**config.mk**
```make
export PLATFORM = sky130hd
export DESIGN_NAME = vdp_super_res_vram_arbiter_flat
export DESIGN_NICKNAME = d
export VERILOG_FILES = /design/src/rtl/vdp_super_res_vram_arbiter_if.sv /design/src/rtl/vdp_super_res_vram_arbiter.sv /design/src/flat_wrapper.sv
export SDC_FILE = /design/constraint.sdc
export NUM_CORES = 1
export LEC_CHECK = 0
export ABC_AREA = 1
export CORE_MARGIN = 3
export CORE_UTILIZATION = 44
export CTS_BUF_LIST = sky130_fd_sc_hd__clkbuf_4 sky130_fd_sc_hd__clkbuf_8
export DETAILED_ROUTE_END_ITERATION = 10
export PLACE_DENSITY = 0.83
export SKIP_LAST_GASP = 1
export SLEW_MARGIN = 10
export SYNTH_ARGS = -nofsm -noshare
export SYNTH_HDL_FRONTEND = slang
export SYNTH_SLANG_ARGS = --single-unit
```
**constraint.sdc**
```tcl
create_clock -name clk -period 1.3 [get_ports clk]
set_input_delay 0.325 -clock clk [delete_from_list [all_inputs] [get_ports clk]]
set_output_delay 0.325 -clock clk [all_outputs]
set_load 0.1 [all_outputs]
```
**src/rtl/vdp_super_res_vram_arbiter_if.sv**
```systemverilog
`default_nettype none
// +----------------------------------------------------------------------------+
// | vdp_super_res_vram_arbiter_if : renderer, CPU and VRAM port signal bundle  |
// | Revision: 1.0                                                               |
// +----------------------------------------------------------------------------+
interface vdp_super_res_vram_arbiter_if #(
  parameter int ADDR_W = 17
);
  logic              super_high_res;
  logic [1:0]        dot_phase;
  logic [ADDR_W-1:0] hr_addr;
  logic [31:0]       vrm_32;

  logic              cpu_req;
  logic              cpu_wr;
  logic [ADDR_W-1:0] cpu_addr;
  logic [31:0]       cpu_wdata;
  logic              cpu_ack;
  logic [31:0]       cpu_rdata;
  logic              cpu_rvalid;

  logic [ADDR_W-1:0] mem_addr;
  logic              mem_rd;
  logic              mem_wr;
  logic [31:0]       mem_wdata;
  logic [31:0]       mem_rdata;

  // Environment view: renderer, CPU and memory around the arbiter
  modport master (
    output super_high_res, dot_phase, hr_addr,
    output cpu_req, cpu_wr, cpu_addr, cpu_wdata,
    output mem_rdata,
    input  vrm_32, cpu_ack, cpu_rdata, cpu_rvalid,
    input  mem_addr, mem_rd, mem_wr, mem_wdata
  );

  modport slave (
    input  super_high_res, dot_phase, hr_addr,
    input  cpu_req, cpu_wr, cpu_addr, cpu_wdata,
    input  mem_rdata,
    output vrm_32, cpu_ack, cpu_rdata, cpu_rvalid,
    output mem_addr, mem_rd, mem_wr, mem_wdata
  );
endinterface
`default_nettype wire

```
**src/rtl/vdp_super_res_vram_arbiter.sv**
```systemverilog
`default_nettype none
// +----------------------------------------------------------------------------+
// | vdp_super_res_vram_arbiter : shares the VRAM port between the super-high-  |
// | res renderer (FS slot) and CPU accesses (DR slot, or any cycle when off).  |
// | Revision: 1.0                                                               |
// +----------------------------------------------------------------------------+
module vdp_super_res_vram_arbiter #(
  parameter int MEM_LATENCY = 2,
  parameter int ADDR_W      = 17
) (
  input wire clk,
  input wire reset_n,
  vdp_super_res_vram_arbiter_if.slave bus
);

  localparam logic [1:0] PHASE_DR = 2'd1;
  localparam logic [1:0] PHASE_FS = 2'd3;

  typedef enum logic [1:0] {
    TAG_NONE = 2'd0,
    TAG_DISP = 2'd1,
    TAG_CPU  = 2'd2
  } tag_t;

  tag_t              tag_pipe [MEM_LATENCY];
  logic [31:0]       disp_data;
  logic [31:0]       cpu_data;
  logic [31:0]       wdata_out;
  logic [ADDR_W-1:0] addr_out;
  logic              rd_strobe;
  logic              wr_strobe;
  logic              ack_pulse;
  logic              rvalid_pulse;

  logic              cpu_rd_pending;
  logic              disp_issue;
  logic              cpu_slot;
  logic              cpu_issue;

  always_comb begin
    cpu_rd_pending = 1'b0;
    for (int i = 0; i < MEM_LATENCY; i++) begin
      if (tag_pipe[i] == TAG_CPU) cpu_rd_pending = 1'b1;
    end
  end

  assign disp_issue = bus.super_high_res && (bus.dot_phase == PHASE_FS);
  assign cpu_slot   = bus.super_high_res ? (bus.dot_phase == PHASE_DR) : 1'b1;
  // ack_pulse high means the request still on the bus was just accepted
  assign cpu_issue  = cpu_slot && bus.cpu_req && !ack_pulse && !cpu_rd_pending;

  always_ff @(posedge clk) begin
    if (!reset_n) begin
      disp_data    <= '0;
      cpu_data     <= '0;
      wdata_out    <= '0;
      addr_out     <= '0;
      rd_strobe    <= 1'b0;
      wr_strobe    <= 1'b0;
      ack_pulse    <= 1'b0;
      rvalid_pulse <= 1'b0;
      for (int i = 0; i < MEM_LATENCY; i++) tag_pipe[i] <= TAG_NONE;
    end else begin
      rd_strobe    <= 1'b0;
      wr_strobe    <= 1'b0;
      ack_pulse    <= 1'b0;
      rvalid_pulse <= 1'b0;
      tag_pipe[0]  <= TAG_NONE;
      for (int i = 1; i < MEM_LATENCY; i++) tag_pipe[i] <= tag_pipe[i-1];

      if (disp_issue) begin
        addr_out    <= bus.hr_addr;
        rd_strobe   <= 1'b1;
        tag_pipe[0] <= TAG_DISP;
      end else if (cpu_issue) begin
        addr_out  <= bus.cpu_addr;
        ack_pulse <= 1'b1;
        if (bus.cpu_wr) begin
          wr_strobe <= 1'b1;
          wdata_out <= bus.cpu_wdata;
        end else begin
          rd_strobe   <= 1'b1;
          tag_pipe[0] <= TAG_CPU;
        end
      end

      // Returns keep flowing across mode changes; only reset drops them
      case (tag_pipe[MEM_LATENCY-1])
        TAG_DISP: disp_data <= bus.mem_rdata;
        TAG_CPU: begin
          cpu_data     <= bus.mem_rdata;
          rvalid_pulse <= 1'b1;
        end
        default: ;
      endcase
    end
  end

  assign bus.vrm_32     = disp_data;
  assign bus.cpu_rdata  = cpu_data;
  assign bus.cpu_rvalid = rvalid_pulse;
  assign bus.cpu_ack    = ack_pulse;
  assign bus.mem_addr   = addr_out;
  assign bus.mem_rd     = rd_strobe;
  assign bus.mem_wr     = wr_strobe;
  assign bus.mem_wdata  = wdata_out;

endmodule
`default_nettype wire

```
**src/flat_wrapper.sv**
```systemverilog
// flat-port wrapper written by rule: the top's interface ports become plain ports
module vdp_super_res_vram_arbiter_flat 
#(
  parameter int MEM_LATENCY = 2,
  parameter int ADDR_W      = 17
)
  (clk, reset_n, bus_super_high_res, bus_dot_phase, bus_hr_addr, bus_cpu_req, bus_cpu_wr, bus_cpu_addr, bus_cpu_wdata, bus_mem_rdata, bus_vrm_32, bus_cpu_ack, bus_cpu_rdata, bus_cpu_rvalid, bus_mem_addr, bus_mem_rd, bus_mem_wr, bus_mem_wdata);
  vdp_super_res_vram_arbiter_if #(.ADDR_W(ADDR_W)) bus_i ();
  input wire clk;
  input wire reset_n;
  input wire logic [$bits(bus_i.super_high_res)-1:0] bus_super_high_res;
  input wire logic [$bits(bus_i.dot_phase)-1:0] bus_dot_phase;
  input wire logic [$bits(bus_i.hr_addr)-1:0] bus_hr_addr;
  input wire logic [$bits(bus_i.cpu_req)-1:0] bus_cpu_req;
  input wire logic [$bits(bus_i.cpu_wr)-1:0] bus_cpu_wr;
  input wire logic [$bits(bus_i.cpu_addr)-1:0] bus_cpu_addr;
  input wire logic [$bits(bus_i.cpu_wdata)-1:0] bus_cpu_wdata;
  input wire logic [$bits(bus_i.mem_rdata)-1:0] bus_mem_rdata;
  output wire logic [$bits(bus_i.vrm_32)-1:0] bus_vrm_32;
  output wire logic [$bits(bus_i.cpu_ack)-1:0] bus_cpu_ack;
  output wire logic [$bits(bus_i.cpu_rdata)-1:0] bus_cpu_rdata;
  output wire logic [$bits(bus_i.cpu_rvalid)-1:0] bus_cpu_rvalid;
  output wire logic [$bits(bus_i.mem_addr)-1:0] bus_mem_addr;
  output wire logic [$bits(bus_i.mem_rd)-1:0] bus_mem_rd;
  output wire logic [$bits(bus_i.mem_wr)-1:0] bus_mem_wr;
  output wire logic [$bits(bus_i.mem_wdata)-1:0] bus_mem_wdata;
  assign bus_i.super_high_res = bus_super_high_res;
  assign bus_i.dot_phase = bus_dot_phase;
  assign bus_i.hr_addr = bus_hr_addr;
  assign bus_i.cpu_req = bus_cpu_req;
  assign bus_i.cpu_wr = bus_cpu_wr;
  assign bus_i.cpu_addr = bus_cpu_addr;
  assign bus_i.cpu_wdata = bus_cpu_wdata;
  assign bus_i.mem_rdata = bus_mem_rdata;
  assign bus_vrm_32 = bus_i.vrm_32;
  assign bus_cpu_ack = bus_i.cpu_ack;
  assign bus_cpu_rdata = bus_i.cpu_rdata;
  assign bus_cpu_rvalid = bus_i.cpu_rvalid;
  assign bus_mem_addr = bus_i.mem_addr;
  assign bus_mem_rd = bus_i.mem_rd;
  assign bus_mem_wr = bus_i.mem_wr;
  assign bus_mem_wdata = bus_i.mem_wdata;
  vdp_super_res_vram_arbiter #(.MEM_LATENCY(MEM_LATENCY), .ADDR_W(ADDR_W)) u_core (.clk(clk), .reset_n(reset_n), .bus(bus_i));
endmodule
```
# ---- After elaboration in Yosys (flattened, before gate mapping)
# Memories as Yosys holds them, arrays and structs flattened.
# Index checks and enable logic that the tools add are counted.
dict set report totals {
  regBits 117
  ramBits 4
  input_bits 105
  word_cells 54
  n_memories 1
}
# memory words width rd rd_ports_with_merged_regs write_ports line
set memory_table {}
lappend memory_table {u_core.tag_pipe 2 2 2 0 2 vdp_super_res_vram_arbiter.sv:25} ;# tag_t tag_pipe [MEM_LATENCY];
dict set report classes {
  eq_ne 5
  n_mux 23
  bitwise 7
  reduce_logical 10
}
# op n
set ops {}
lappend ops {{17-bit 2-to-1 mux} 2}
lappend ops {{1-bit 2-to-1 mux} 17}
lappend ops {{2-bit 2-to-1 mux} 4}
lappend ops {{2-bit equality test (second input constant)} 3}
lappend ops {{2-bit by 1-bit equality test with 1-bit output (second input constant)} 2}
lappend ops {{1-bit logical AND} 4}
lappend ops {{1-bit OR} 4}
lappend ops {{1-bit inverter} 3}
lappend ops {{3-bit AND reduction} 1}
lappend ops {{3-bit OR reduction} 1}
lappend ops {{1-bit logical NOT} 2}
lappend ops {{2-bit nonzero test} 1}
lappend ops {{2-bit OR reduction} 1}

# ---- Logic depth before layout (Yosys ltp)
dict set report logic_depth {
  word_depth 10
  depth_mapped 9
  ltp_nobuf 8
}

# ---- Least setup slack after synthesis
# Ideal clock, no wire load.
dict set report synth_path {
  path_kind {register to register}
  start {register u_core.ack_pulse (netlist: u_core.bus.cpu_ack)}
  end {register u_core.addr_out[10] (netlist: u_core.bus.mem_addr[10])}
  setup_time_ps 115
  arrival_time_ps 1679
  path_slack_ps -494
  path_stages_with_launch 9
  synth_period_minus_slack_ps 1794
  cell_sequence {dfxtp_1 -> inv_1 -> nand2_1 -> nor2_1 -> nand3_2 -> buf_2 -> nand3_1 -> nand2_1 -> nor2_1}
}
dict set report synth_between {
  elab_chain_cells 4
}
# element line
set synth_rtl {}
lappend synth_rtl {{start, declared} vdp_super_res_vram_arbiter.sv:32} ;# logic ack_pulse;
lappend synth_rtl {{start signal, assigned} vdp_super_res_vram_arbiter.sv:60} ;# ack_pulse <= 1'b0;
lappend synth_rtl {{start signal, assigned} vdp_super_res_vram_arbiter.sv:66} ;# ack_pulse <= 1'b0;
lappend synth_rtl {{start signal, assigned} vdp_super_res_vram_arbiter.sv:77} ;# ack_pulse <= 1'b1;
lappend synth_rtl {{1-bit logical NOT} vdp_super_res_vram_arbiter.sv:50} ;# assign cpu_issue = cpu_slot && bus.cpu_req && !ack_pulse && !cpu_rd_pending;
lappend synth_rtl {{1-bit logical AND (2 in series)} vdp_super_res_vram_arbiter.sv:50}
lappend synth_rtl {{2-bit nonzero test (no line)} --}
lappend synth_rtl {{end signal, assigned} vdp_super_res_vram_arbiter.sv:72} ;# addr_out <= bus.hr_addr;
lappend synth_rtl {{end signal, assigned} vdp_super_res_vram_arbiter.sv:76} ;# addr_out <= bus.cpu_addr;
lappend synth_rtl {{end, declared} vdp_super_res_vram_arbiter.sv:29} ;# logic [ADDR_W-1:0] addr_out;
# Every way passes these cells.
# A chain may end at the register's enable or synchronous reset.

# ---- Worst setup path after layout
dict set report layout_path {
  start {input port bus_cpu_req}
  end {register u_core.wdata_out[8] (netlist: u_core.bus.mem_wdata[8])}
}
dict set report layout_between {
  elab_chain_cells 4
}
# element line
set layout_rtl {}
lappend layout_rtl {{start, declared} flat_wrapper.sv:14} ;# input wire logic [$bits(bus_i.cpu_req)-1:0] bus_cpu_req;
lappend layout_rtl {{1-bit logical AND (3 in series)} vdp_super_res_vram_arbiter.sv:50}
lappend layout_rtl {{3-bit AND reduction (no line)} --}
lappend layout_rtl {{end signal, assigned} vdp_super_res_vram_arbiter.sv:80} ;# wdata_out <= bus.cpu_wdata;
lappend layout_rtl {{end, declared} vdp_super_res_vram_arbiter.sv:28} ;# logic [31:0] wdata_out;
# Every way passes these cells.

==> out/metrics.csv <==
metric,value,unit
routed_wl,25050,um
cts_sinks,121,
cts_root_buffer,clkbuf_8,
hold_viol_final,0,
timing.hold.ws,0.2292,ns
dieWidth,113.4,um
grt_pass1_wl,32480,um
core_area,0.01103,mm^2
hp-class,in2reg,
vias,6440,
ys_seq_area_share,47.76,%
slew_headroom,79.85,%
grt_overflow,0,
antenna_cells,0,
synthCells,759,
dpl.hpwl,12170,um
final_common_cell,nor2_1,
required,1.63,ns
setup_tns,-4.132,ns
dp_slack,-0.5090,ns
skew,0.01715,ns
yosysWarnings,0,
htree_levels,4,
ys_types,18,
clk_path_buf_depth,2,
grt_max_degree,36,
grt_antenna_before_repair,0,
drtIter0Drc,775,
violations,negative setup slack,
rows,38,
synth_area,0.005072,mm^2
cp_max_fo,8,
clkLatencyLatePin,0.45,ns
drtAntennaViolNets,0,
drc_errors,0,
ios,222,
synth_nets,864,
layout_common_cells,"nor2_1 (171), buf_12 (130), nand2_1 (127)",
wl_per_cell,21.49,um
cellLeakagePower,4.590,nW
maxSlewViolCount,0,
setup_ws,-0.1387,ns
rsz0062_at_grt,true,
grt_pass1_vias,6224,
powerDensity,1129,mW/mm^2
fmax,695.0,MHz
tightest_slew,0.2991,ns
nets,1118,
fp.dieH,113.4,um
drive_above_1_share,38.99,%
portBuffers,221,
startpoint_type,input port,
path_class,in2reg,
setup_violations,150,
cp-end-kind,flip-flop,
place_congestion,0.8169,
crit_arrival,1.77,ns
dr.pass1.iters,10,
cts_buffers,17,
die_area,0.01285,mm^2
path_clk_slew,0.08,ns
initial_core_util,45.98,%
fin_crit_sh,110.7,%
cts_tree,done,
grt_use_total,32.38,%
fillers,387,
drv_cap,0,
avgViaCountPerCell,5.523,
outcome,"complete, but fails checks",
fin_crit,1.439,ns
synth-seq-cells,121,
ir_worst_vdd,1.138,mV
area_growth,97.56,%
syn_area_per_cell,6.683,um^2
==> registers in the layout (all words and copies together) (netlist names) <==
name / count
u_core.bus.cpu_ack: 1
u_core.bus.mem_wdata: 32
u_core.bus.cpu_rvalid: 1
u_core.bus.mem_wr: 1
u_core.bus.mem_rd: 1
u_core.bus.mem_addr: 17
u_core.bus.vrm_32: 32
u_core.bus.cpu_rdata: 32
u_core.tag_pipe: 4
==> area by class of cell <==
class	count	area [um^2]	share of cell area, %
clock buffer	18	247.7	2.472
clock inverter	14	185.2	1.848
inverter	127	479.2	4.782
multi-input combinational	468	2243	22.39
sequential	121	2603	25.97
tap	140	175.2	1.748
timing repair buffer	278	4088	40.79
==> worst max-delay path, stage by stage <==
cell and delay [ns]:
clkdlybuf4s50_1 0.55, nand3_2 0.13, nor2_4 0.21, buf_6 0.14
buf_12 0.13, nand3_1 0.11, nand2_1 0.12, nor2_2 0.05
==> worst paths after layout <==
check	from	endpoint	slack, ns	cells past startpoint
setup / recovery	bus_cpu_req	u_core.bus.mem_wdata[8]	-0.14	8
hold / removal	reset_n	u_core.bus.mem_wdata[25]	0.23	3
setup reg to reg	u_core.bus.cpu_ack	u_core.bus.mem_wdata[8]	-0.08	8
hold reg to reg	u_core.tag_pipe[0][0]	u_core.tag_pipe[1][0]	0.43	2
==> layer usage <==
layer | vias to the layer above | part of all wire, % | global-route usage [%]
met3 | 135 | 11 | 9.920
met4 | 0 | 6.1 | 16.19
met1 | 2998 | 32 | 33.08
met5 | - | 0 | 0
li1 | 2797 | - | -
met2 | 510 | 51 | 59.52
==> per-stage QoR <==
step           cell area [um^2]  instances  utilization, %  power (W)
3_5_place_dp               8702       1096           78.89   0.007081
6_report                  10020       1166           90.85    0.01131
3_3_place_gp               8702       1096           78.89   0.007020
2_1_floorplan              5081        759               -   0.005785
5_1_grt                   10020       1166           90.85    0.01158
4_1_cts                    9498       1145           86.10    0.01089
==> cell families (layout without fill, tap and decap cells) <==
| kind of cell | after synthesis | in the layout | synth area share (%) |
|---|---|---|---|
| AOI/OAI and AO/OA | 83 | 83 | 8.189 |
| buffers and inverters | 170 | 437 | 13.59 |
| DFF | 121 | 121 | 47.76 |
| and+or+nand+nor | 385 | 385 | 30.46 |
==> cell usage after synthesis (all sizes together) <==
| library cell | instances | share of area [%] |
|---|---|---|
| nand2 | 145 | 11 |
| inv | 126 | 9.3 |
| o21ai | 64 | 6.3 |
| clkinv | 1 | 0.074 |
| a21oi | 19 | 1.9 |
| clkbuf | 20 | 1.5 |
| nand3 | 54 | 5.8 |
| nor2 | 186 | 14 |
| buf | 23 | 2.7 |
| dfxtp | 121 | 48 |
==> repair_timing <==
item	CTS	global route
resized for setup	129	97
hold buffers	0	0
setup endpoints to repair	149	201
setup buffers	14	16
pin swaps	5	32
cloned	3	7
==> where the power goes <==
group          total [W]  switching (W)  internal (W)
sequential       0.00408       0.000188       0.00389
combinational    0.00344        0.00210       0.00134
clock            0.00380        0.00180       0.00200
total             0.0113        0.00409       0.00722
No activity file was read; power rests on OpenSTA's default activity.
==> RTL change 1 (same flow settings) <==
`ADDR_W` is set to 17 in 3 places; all go to 21.
--- a/src/rtl/vdp_super_res_vram_arbiter_if.sv
+++ b/src/rtl/vdp_super_res_vram_arbiter_if.sv
@@ -4,7 +4,7 @@
 // | Revision: 1.0                                                               |
 // +----------------------------------------------------------------------------+
 interface vdp_super_res_vram_arbiter_if #(
-  parameter int ADDR_W = 17
+  parameter int ADDR_W = 21
 );
   logic              super_high_res;
   logic [1:0]        dot_phase;
--- a/src/rtl/vdp_super_res_vram_arbiter.sv
+++ b/src/rtl/vdp_super_res_vram_arbiter.sv
@@ -6,7 +6,7 @@
 // +----------------------------------------------------------------------------+
 module vdp_super_res_vram_arbiter #(
   parameter int MEM_LATENCY = 2,
-  parameter int ADDR_W      = 17
+  parameter int ADDR_W      = 21
 ) (
   input wire clk,
   input wire reset_n,
--- a/src/flat_wrapper.sv
+++ b/src/flat_wrapper.sv
@@ -2,7 +2,7 @@
 module vdp_super_res_vram_arbiter_flat 
 #(
   parameter int MEM_LATENCY = 2,
-  parameter int ADDR_W      = 17
+  parameter int ADDR_W      = 21
 )
   (clk, reset_n, bus_super_high_res, bus_dot_phase, bus_hr_addr, bus_cpu_req, bus_cpu_wr, bus_cpu_addr, bus_cpu_wdata, bus_mem_rdata, bus_vrm_32, bus_cpu_ack, bus_cpu_rdata, bus_cpu_rvalid, bus_mem_addr, bus_mem_rd, bus_mem_wr, bus_mem_wdata);
   vdp_super_res_vram_arbiter_if #(.ADDR_W(ADDR_W)) bus_i ();
Interface: changed (resized bus_cpu_addr, bus_hr_addr and bus_mem_addr); port bits go from 222 to 234. No check against the original RTL was run, so the function may have changed too.
==> RTL change 1 against the original RTL <==
  * The flow still finishes with violations (negative setup slack)
  * Cell area rose by 1.4%
  * Critical path depth shrank 3
  * Via count rose by 2.3%
  * Wire length grew 1.7%
  * Sequential cell count is 4 higher
  * Power is 1.6% higher
  * Setup slack improved by 0.012 ns
  * Synthesized area rose by 5.1%
==> RTL change 1: results (changes against the original RTL) <==
- Post-route clock skew: 0.01598 ns (was 0.01715 ns)
- Area of the multi-input gates: 2210 um^2 (was 2243 um^2)
- Inst Count DP: 1148 (was 1096)
- DR iter-0 viols: 829 (was 775)
- PnR worst setup slack: -0.1265 ns (was -0.1387 ns)
- Leak: 4.698 nW (was 4.590 nW)
- Top post-synthesis cells by area: dfxtp_1, nor2_1, nand2_1 (unchanged)
- I/O Buffers: 233 (was 221)
- Status: finished, violations left (unchanged)
- Hold_ws: 0.3816 ns (was 0.2292 ns)
- Vias in the first global route: 6238 (was 6224)
- Sequential area share after synthesis: 46.93% (was 47.76%)
- Worst setup path start: u_core.tag_pipe[1][1]$_SDFF_PN0_ (was bus_cpu_req)
- DR pass1 iterations: 9 (was 10)
- Tap Count: 143 (was 140)
- Violated checks: negative setup slack (unchanged)
- Signal buffers: 289 (was 278)
- R2r worst-path depth: 5 (was 8)
- Leading cell types by count after synthesis: nor2_1, nand2_1, inv_1 (unchanged)
- DP Worst Slack: -0.5219 ns (was -0.5090 ns)
- Slew headroom: 75.59% (was 79.85%)
- Seq area share: 26.38% (was 25.97%)
- Count of multi-input gates: 496 (was 468)
- Setup-failing EPs final: 163 (was 150)
- Via density per instance: 5.406 (was 5.523)
- Syn Nets: 912 (was 864)
- CP Capture Point: u_core.bus.cpu_rdata[23]$_SDFFE_PN0P_ (was u_core.bus.mem_wdata[8]$_SDFFE_PN0P_)
- Hold path cells: 4 (was 3)
- Nonclk inv count: 131 (was 127)
- WL per Instance: 20.92 um (was 21.49 um)
- Pin count of the biggest net entering global routing: 69 (was 36)
- Seq Cell Count: 125 (was 121)
- Hold endpoint: u_core.bus.mem_wdata[24]$_SDFFE_PN0P_ (was u_core.bus.mem_wdata[25]$_SDFFE_PN0P_)
- Layout cells sized above 1: 33.74% (was 38.99%)
- DP Area: 9066 um^2 (was 8702 um^2)
- NonClk Buf Share: 41.04% (was 40.79%)
==> RTL change 1: repair_timing <==
action | CTS | global route
endpoints found under the setup margin | 157 | 221
pin swaps | 1 | 2
cloned | 2 | 3
setup buffers | 16 | 15
gates resized for setup | 136 | 34
==> RTL change 1: per-layer routing <==
metal / track usage (%) / routed length, um
met1: 34.41 / 8815
met2: 56.50 / 12320
met3: 11.61 / 2578
met4: 15.39 / 1764
met5: 0 / 0
==> RTL change 1: report_power, final <==
part / switching (mW) / total, mW / leakage [nW] / internal, mW
Combinational: 2.13 / 3.50 / 3.42 / 1.37
Clock: 1.76 / 3.76 / 0.204 / 2.00
Sequential: 0.200 / 4.23 / 1.08 / 4.03
==> RTL change 1: worst max-delay path: stages, from the launching register on <==
cell and delay, ns:
dfxtp_2 0.41, inv_1 0.09, nor2_4 0.13, buf_6 0.30, nor2_1 0.10, nor2_1 0.27
==> RTL change 2 (config.mk and constraints unchanged) <==
Without the edit above. Make the reset (`reset_n`) asynchronous in one clocked block.
--- a/src/rtl/vdp_super_res_vram_arbiter.sv
+++ b/src/rtl/vdp_super_res_vram_arbiter.sv
@@ -49,7 +49,7 @@
   // ack_pulse high means the request still on the bus was just accepted
   assign cpu_issue  = cpu_slot && bus.cpu_req && !ack_pulse && !cpu_rd_pending;
 
-  always_ff @(posedge clk) begin
+  always_ff @(posedge clk or negedge reset_n) begin
     if (!reset_n) begin
       disp_data    <= '0;
       cpu_data     <= '0;
Formal check against the unedited RTL: differs if reset_n is asserted again (counterexample within 4 cycles, from zero or initial values and one cycle with reset_n low); with reset_n held inactive, the same outputs for 10 cycles.
==> RTL change 2 against the original RTL <==
  * Sequential share of layout area grew 4.7 points
  * Synthesized area shrank 2.6%
  * Critical endpoint is now bus_cpu_ack
  * Global-route usage shrank 3.1 points
  * Wire length shrank 16%
  * Cell count shrank 15%
  * Cell area shrank 0.91%
  * Setup slack lost 0.10 ns
  * Sequential cell count is the same
  * Core utilization grew 0.35 points
  * The run still ends with negative setup slack left
Power is not compared: it rests on default switching activity, and its combinational part moved more than twofold at a synthesized area within 25%.
==> RTL change 2: results (changes against the original RTL) <==
- DR iter-0 viols: 514 (was 775)
- Syn_area_per_cell: 9.165 um^2 (was 6.683 um^2)
- Top FF cell, synth: dfrtp_1 (was dfxtp_1)
- Post-route clock skew: 0.009761 ns (was 0.01715 ns)
- Violated checks: negative setup slack (unchanged)
- Setup Fix Bufs, Post-CTS: 40 (was 14)
- Sequential area share after synthesis: 61.30% (was 47.76%)
- Vias in the first global route: 5213 (was 6224)
- DR WL met2: 10830 um (was 12770 um)
- Critical Path Max Stage Delay: 0.49 ns (was 0.55 ns)
- Leading cell types by count after synthesis: nand2_1, dfrtp_1, o21ai_0 (was nor2_1, nand2_1, inv_1)
- Setup TNS: -13.84 ns (was -4.132 ns)
- DP Worst Slack: -0.5026 ns (was -0.5090 ns)
- Syn Nets: 644 (was 864)
- GRT Util Overall: 29.30% (was 32.38%)
- Crit path DAT: 1.22 ns (was 1.77 ns)
- GR Util met2: 50.32% (was 59.52%)
- First-pass GRT wire length: 28410 um (was 32480 um)
- Layout cells sized above 1: 38.25% (was 38.99%)
- PnR worst setup slack: -0.2404 ns (was -0.1387 ns)
- Crit start category: flip-flop (was primary input)
- Status: finished, violations left (unchanged)
- CP Capture Point: bus_cpu_ack (was u_core.bus.mem_wdata[8]$_SDFFE_PN0P_)
- WL met3: 1966 um (was 2752 um)
- CP max-delay cell: dfrtp_4 (was clkdlybuf4s50_1)
- Slew @ Worst Pin: 0.2981 ns (was 0.2991 ns)
- Setup-failing EPs final: 165 (was 150)
- # fillers: 380 (was 387)
- DR pass1 iterations: 6 (was 10)
- WL final: 21160 um (was 25050 um)
- Pin count of the biggest net entering global routing: 66 (was 36)
- CP delay by family, top: flip-flops (was buffers and inverters)
- Hold_buf cts: 1 (was 0)
[RTL change 2: layout make-up]
cell class | count | share of cell area [%]
Inverter | 42 | 1.663
Clock buffer | 21 | 2.722
Clock inverter | 10 | 1.512
Sequential cell | 121 | 30.68
Tap cell | 140 | 1.764
Multi-Input combinational cell | 341 | 17.46
Timing Repair Buffer | 320 | 44.19
[RTL change 2: cell families after synthesis]
family / after synthesis / share of synthesized area [%]
AND/OR/NAND/NOR: 275 / 24.70
flip-flops: 121 / 61.30
buffers and inverters: 77 / 7.042
AO/OA/AOI/OAI: 66 / 6.966
[RTL change 2: per-stage QoR]
stage | util (%) | instance area, um^2 | total power, mW
CTS | 87.22 | 9497 | 21.76
floorplan | - | 4985 | 12.48
global route | 91.20 | 9930 | 23.30
finish | 91.20 | 9930 | 22.73
detailed placement | 78.57 | 8554 | 17.64
global placement | 78.57 | 8554 | 17.42
